**config.mk**
```make
export PLATFORM = sky130hd
export DESIGN_NAME = ctrl_decode_pipe
export DESIGN_NICKNAME = d
export VERILOG_FILES = /design/src/rtl/ctrl_decode_pipe.sv
export SDC_FILE = /design/constraint.sdc
export NUM_CORES = 1
export LEC_CHECK = 0
export CORE_AREA = 2 2 86 88
export CTS_BUF_LIST = sky130_fd_sc_hd__clkbuf_8
export CTS_CLUSTER_DIAMETER = 30
export CTS_CLUSTER_SIZE = 40
export DETAILED_ROUTE_END_ITERATION = 12
export DIE_AREA = 0 0 88 90
export DONT_BUFFER_PORTS = 1
export PLACE_DENSITY_LB_ADDON = 0.12
export REMOVE_ABC_BUFFERS = 1
export SYNTH_ARGS = -nofsm -noshare
export SYNTH_HDL_FRONTEND = slang
export SYNTH_SLANG_ARGS = --single-unit
```
**constraint.sdc**
```tcl
create_clock -name clk_i -period 3 [get_ports clk_i]
set_input_delay 0.6 -clock clk_i [delete_from_list [all_inputs] [get_ports clk_i]]
set_output_delay 0.6 -clock clk_i [all_outputs]
set_load 0.01 [all_outputs]
```
**src/rtl/ctrl_decode_pipe.sv**
```systemverilog
// ID-stage control decoder with registered ID/EX control bundle, internal
// load-use hazard detection, external stall/flush and a saturating bubble counter.
module ctrl_decode_pipe #(
    parameter int ALUOP_W   = 3,
    parameter int REG_AW    = 5,
    parameter int HAZARD_EN = 1,
    parameter int CNT_W     = 16
) (
    input  logic               clk_i,
    input  logic               rst_i,
    input  logic [31:0]        instr_i,
    input  logic               instr_valid_i,
    input  logic               stall_i,
    input  logic               flush_i,
    output logic               hazard_stall_o,
    output logic               ex_valid_o,
    output logic               RegWrite_o,
    output logic [ALUOP_W-1:0] ALU_op_o,
    output logic               ALUSrc_o,
    output logic [1:0]         RegDst_o,
    output logic               Branch_o,
    output logic [1:0]         BranchType_o,
    output logic               Jump_o,
    output logic               JumpReg_o,
    output logic               MemRead_o,
    output logic               MemWrite_o,
    output logic [1:0]         MemtoReg_o,
    output logic [REG_AW-1:0]  rs_o,
    output logic [REG_AW-1:0]  rt_o,
    output logic [REG_AW-1:0]  rd_o,
    output logic               illegal_o,
    output logic [CNT_W-1:0]   bubble_cnt_o
);

    localparam logic [5:0] OP_R    = 6'd0;
    localparam logic [5:0] OP_BGE  = 6'd1;
    localparam logic [5:0] OP_J    = 6'd2;
    localparam logic [5:0] OP_JAL  = 6'd3;
    localparam logic [5:0] OP_BEQ  = 6'd4;
    localparam logic [5:0] OP_BNE  = 6'd5;
    localparam logic [5:0] OP_BGT  = 6'd7;
    localparam logic [5:0] OP_ADDI = 6'd8;
    localparam logic [5:0] OP_SLTI = 6'd10;
    localparam logic [5:0] OP_LW   = 6'd35;
    localparam logic [5:0] OP_SW   = 6'd43;
    localparam logic [5:0] FN_JR   = 6'h08;

    typedef struct packed {
        logic               reg_write;
        logic [ALUOP_W-1:0] alu_op;
        logic               alu_src;
        logic [1:0]         reg_dst;
        logic               branch;
        logic [1:0]         branch_type;
        logic               jump;
        logic               jump_reg;
        logic               mem_read;
        logic               mem_write;
        logic [1:0]         mem_to_reg;
        logic               illegal;
    } ctrl_t;

    ctrl_t              w_dec;
    ctrl_t              w_bubble;
    ctrl_t              r_ctrl;
    logic               r_ex_valid;
    logic [REG_AW-1:0]  r_rs;
    logic [REG_AW-1:0]  r_rt;
    logic [REG_AW-1:0]  r_rd;
    logic [CNT_W-1:0]   r_cnt;

    logic [5:0]         w_op;
    logic               w_is_jr;
    logic               w_reads_rs;
    logic               w_reads_rt;
    logic               w_hazard;
    logic               w_take_bubble;
    logic               w_count;
    logic               w_unused_shamt;

    assign w_op           = instr_i[31:26];
    assign w_is_jr        = (w_op == OP_R) && (instr_i[5:0] == FN_JR);
    assign w_unused_shamt = ^instr_i[10:6];

    // NOTE: every always_comb output gets a default first so no path infers a latch.
    always_comb begin
        w_bubble        = '0;
        w_bubble.alu_op = ALUOP_W'(7);
        w_dec           = w_bubble;
        case (w_op)
            OP_R: begin
                w_dec.reg_write = !w_is_jr;
                w_dec.alu_op    = ALUOP_W'(2);
                w_dec.reg_dst   = 2'd1;
                w_dec.jump      = w_is_jr;
                w_dec.jump_reg  = w_is_jr;
            end
            OP_BGE:  begin w_dec.branch = 1'b1; w_dec.branch_type = 2'd2; w_dec.alu_op = ALUOP_W'(1); end
            OP_BEQ:  begin w_dec.branch = 1'b1; w_dec.branch_type = 2'd0; w_dec.alu_op = ALUOP_W'(1); end
            OP_BNE:  begin w_dec.branch = 1'b1; w_dec.branch_type = 2'd1; w_dec.alu_op = ALUOP_W'(1); end
            OP_BGT:  begin w_dec.branch = 1'b1; w_dec.branch_type = 2'd3; w_dec.alu_op = ALUOP_W'(1); end
            OP_J:    w_dec.jump = 1'b1;
            OP_JAL: begin
                w_dec.jump       = 1'b1;
                w_dec.reg_write  = 1'b1;
                w_dec.reg_dst    = 2'd2;
                w_dec.mem_to_reg = 2'd2;
            end
            OP_ADDI: begin w_dec.reg_write = 1'b1; w_dec.alu_src = 1'b1; w_dec.alu_op = ALUOP_W'(3); end
            OP_SLTI: begin w_dec.reg_write = 1'b1; w_dec.alu_src = 1'b1; w_dec.alu_op = ALUOP_W'(4); end
            OP_LW: begin
                w_dec.reg_write  = 1'b1;
                w_dec.alu_src    = 1'b1;
                w_dec.alu_op     = ALUOP_W'(0);
                w_dec.mem_read   = 1'b1;
                w_dec.mem_to_reg = 2'd1;
            end
            OP_SW:   begin w_dec.alu_src = 1'b1; w_dec.mem_write = 1'b1; w_dec.alu_op = ALUOP_W'(0); end
            default: w_dec.illegal = 1'b1;
        endcase
    end

    // Load-use: the load in EX writes a register the instruction in ID reads.
    assign w_reads_rs = (w_op != OP_J) && (w_op != OP_JAL);
    assign w_reads_rt = (w_op == OP_R) || (w_op == OP_BEQ) || (w_op == OP_BNE) ||
                        (w_op == OP_BGE) || (w_op == OP_BGT) || (w_op == OP_SW);
    assign w_hazard   = (HAZARD_EN != 0) && r_ex_valid && r_ctrl.mem_read &&
                        (r_rt != '0) && instr_valid_i &&
                        ((w_reads_rs && (r_rt == REG_AW'(instr_i[25:21]))) ||
                         (w_reads_rt && (r_rt == REG_AW'(instr_i[20:16]))));

    assign w_take_bubble = flush_i || (!stall_i && (w_hazard || !instr_valid_i));
    assign w_count       = flush_i || (!stall_i && w_hazard);

    // NOTE: sequential state uses non-blocking assignments so all registers see pre-edge values.
    always_ff @(posedge clk_i) begin
        if (rst_i) begin
            r_ctrl     <= w_bubble;
            r_ex_valid <= 1'b0;
            r_rs       <= '0;
            r_rt       <= '0;
            r_rd       <= '0;
            r_cnt      <= '0;
        end else begin
            if (w_take_bubble) begin
                r_ctrl     <= w_bubble;
                r_ex_valid <= 1'b0;
                r_rs       <= '0;
                r_rt       <= '0;
                r_rd       <= '0;
            end else if (!stall_i) begin
                r_ctrl     <= w_dec;
                r_ex_valid <= 1'b1;
                r_rs       <= REG_AW'(instr_i[25:21]);
                r_rt       <= REG_AW'(instr_i[20:16]);
                r_rd       <= REG_AW'(instr_i[15:11]);
            end
            if (w_count && (r_cnt != '1))
                r_cnt <= r_cnt + CNT_W'(1);
        end
    end

    assign hazard_stall_o = w_hazard;
    assign ex_valid_o     = r_ex_valid;
    assign RegWrite_o     = r_ctrl.reg_write;
    assign ALU_op_o       = r_ctrl.alu_op;
    assign ALUSrc_o       = r_ctrl.alu_src;
    assign RegDst_o       = r_ctrl.reg_dst;
    assign Branch_o       = r_ctrl.branch;
    assign BranchType_o   = r_ctrl.branch_type;
    assign Jump_o         = r_ctrl.jump;
    assign JumpReg_o      = r_ctrl.jump_reg;
    assign MemRead_o      = r_ctrl.mem_read;
    assign MemWrite_o     = r_ctrl.mem_write;
    assign MemtoReg_o     = r_ctrl.mem_to_reg;
    assign illegal_o      = r_ctrl.illegal;
    assign rs_o           = r_rs;
    assign rt_o           = r_rt;
    assign rd_o           = r_rd;
    assign bubble_cnt_o   = r_cnt;

endmodule

```
==> impl_metrics.yaml <==
cells_and_area:
  diodes: 0
  final_layout_size_suffix_gt1_share_pct: 8.65
  layout_common_cells: "dfxtp_1, nor2_1, a21oi_1, mux2i_1, nand2_1"
  area_growth_pct: 5.95
  final_common_cell: "dfxtp_1"
  final_net_count: 303
  fill_cells: 733
floorplan:
  fp-row-count: 31
  dieArea_mm2: 0.00792
  io_pins: 87
  die_w_um: 88
  initial_core_util_pct: 34.1
  core_area_mm2: 0.00702
  die_h_um: 90
worst_setup_path:
  path_class: "reg2reg"
  worstPathMaxFanout: 31
  cp_slowest_stage_delay_ns: 0.49
  critPathSlowestCell: "dfxtp_1"
  crit_chain: "xnor2_1, nand3_1, o41ai_1, a31oi_2, buf_4, nor4b_1, mux2_2"
  endpoint_kind: "register"
  start_kind: "register"
  critical_path_required_ns: 3.20
  arrival_ns: 2.57
global_routing:
  grt_pass1_wl_mm: 9.36
  grt_max_degree: 39
  grt_use_total_pct: 15.0
  antenna_found_initial: 0
  grt_overflow: 0
  grt_pass1_vias: 1866
sta:
  finalSetupViolations: 0
  finClkSkew_ns: 0.00615
  fmax_ghz: 0.421
  rsz0062_at_grt: "false"
  post-route-period-util_pct: 79.1
  max_slew_margin_pct: 70.5
  period_needed_ns: 2.37
  whs_ns: 0.351
  tightest_slew_ns: 0.439
  hold_viol_final: 0
  fin_setup_tns_ns: 0
  slew_violations: 0
hold_path:
  min_path_type: "in2reg"
yosys:
  synth-edff-count: 0
  synth-seq-cells: 48
  yosys_warnings: 0
  syn_inst: 275
  synth_area_per_cell_um2: 8.72
  synth_area_mm2: 0.00240
  synthFlopType: "dfxtp_1"
  postSynth.asyncResetShare_pct: 0
  synth-seq-area-share_pct: 40.1
  yosysUniqueCellTypes: 52
routing:
  finalWirelength_mm: 5.77
  vias: 1937
  drcViolationCount: 0
  ant_nets: 0
  drt_pass1_iterations: 4
  routedWlPerCell_um: 15.8
  drt_iter0_markers: 79
  viasPerCell: 5.31
clock_network:
  htreeDepth: 2
  ctsHoldBuffers: 0
  cts_tree: "built"
  clock-sinks: 48
  cts_buffers: 5
  cts_root_buffer: "clkbuf_8"
  ctsResizeCount: 0
  clk_latency_ns: 0.30
  cts.reportedPaths.clkPinSlew_ns: 0.09
  cts_buffer_depth: 2
  postCtsSetupBuffers: 0
pwr:
  p_total_mw: 1.22
  power_density_mw_per_mm2: 480
  swShare_pct: 23.3
  switchingPower_mw: 0.284
  leakage_nw: 0.856
  p_int_mw: 0.934
  power_frac_comb_pct: 6.6
  p_clk_share_pct: 39.2
  peakVddDrop_mv: 0.171
  seq_power_share_pct: 54.3
flow_run:
  max-cap-violations: 0
placed_design:
  hpwl_mm: 4.01
  port_buffers: 0
  place_congestion: 0.759
outcome:
  status: "completed"
[layer usage]
| metal | part of all wire, % | up-vias | GRT usage, % | wire length, µm |
|---|---|---|---|---|
| met3 | 7.9 | 5 | 5.69 | 458 |
| met4 | 1.4 | 0 | 5.00 | 78 |
| met1 | 47 | 904 | 20.0 | 2710 |
| li1 | - | 971 | - | - |
| met5 | 0 | - | 0 | 0 |
| met2 | 44 | 57 | 22.2 | 2530 |
[cells in the mapped netlist, drive strengths merged, types with 2 or more instances]
cell	number	area share, %
nor4b	2	0.73
mux2	5	2.3
and4	3	1.1
a32oi	2	0.73
nor3	4	0.84
a31oi	2	0.78
o31ai	6	1.9
dfxtp	48	40
inv	3	0.47
nor3b	2	0.63
nand3	12	2.5
o41ai	3	1.1
and3	3	0.78
nor4	5	1.3
mux2i	16	6.7
nor2b	8	2.1
or4	9	2.8
and3b	2	0.73
o211ai	2	0.63
a21oi	25	5.2
o21ai	9	1.9
clkbuf	10	1.6
nand4	3	0.78
nor2	35	5.5
or3	4	1.3
buf	11	3.5
xnor2	10	3.7
nand2	14	2.3
[logic make-up after synthesis]
kind of cell	after synthesis	share of synthesized area [%]
compound gates	57	15.3
xor+xnor	11	4.02
fa+ha+maj	2	0.939
buf+inv	25	5.74
flops	48	40.1
mux	21	9.03
simple gates	111	24.9
[power by group through the flow]
| stage | Sequential, mW | Clock [mW] | Combinational, mW |
|---|---|---|---|
| 2_1_floorplan | 0.673 | 0 | 0.0646 |
| 3_3_place_gp | 0.676 | 0 | 0.0798 |
| 3_5_place_dp | 0.676 | 0 | 0.0803 |
| 4_1_cts | 0.662 | 0.504 | 0.0808 |
| 5_1_grt | 0.663 | 0.520 | 0.0900 |
| 6_report | 0.661 | 0.477 | 0.0799 |
[flip-flops by register name, indices dropped and copies added (netlist names), 2 cells and up]
name,flops
bubble_cnt_o,16
rd_o,5
rs_o,5
rt_o,5
ALU_op_o,3
BranchType_o,2
RegDst_o,2
[per-stage QoR]
stage | area, µm² | setup slack, ns | util, % | std cells
floorplan | 2270 | 0.224 | - | 254
global placement | 2430 | 0.476 | 34.6 | 357
detailed placement | 2430 | 0.513 | 34.6 | 357
CTS | 2540 | 0.616 | 36.2 | 365
global route | 2540 | 0.436 | 36.2 | 365
finish | 2540 | 0.627 | 36.2 | 365
[path summary, 6_finish.rpt]
kind / start / endpoint / slack, ns / depth (start not counted)
worst max register to register: rt_o[3] / bubble_cnt_o[4] / 0.63 / 7
worst min register to register: illegal_o / illegal_o / 0.51 / 2
worst max-delay path: rt_o[3] / bubble_cnt_o[4] / 0.63 / 7
worst min-delay path: rst_i / bubble_cnt_o[9] / 0.35 / 1
[layout make-up]
cell class,count,area (µm²),share of cell area (%)
clock inverter,3,42.5,1.67
tap,99,124,4.88
multi-input combinational,202,1300,51.1
sequential,48,961,37.8
clock buffer,5,68.8,2.71
timing repair buffer,4,30.0,1.18
inverter,4,15.0,0.591
[critical path: cells and delay by family (launching register included)]
kind                   cells  cell delay, ns
buffers and inverters      1            0.24
XOR/XNOR                   1            0.15
AO/OA/AOI/OAI              2            0.51
multiplexers               1            0.37
flip-flops                 1            0.49
AND/OR/NAND/NOR            2            0.48
Power figures use the tool's default switching activity.
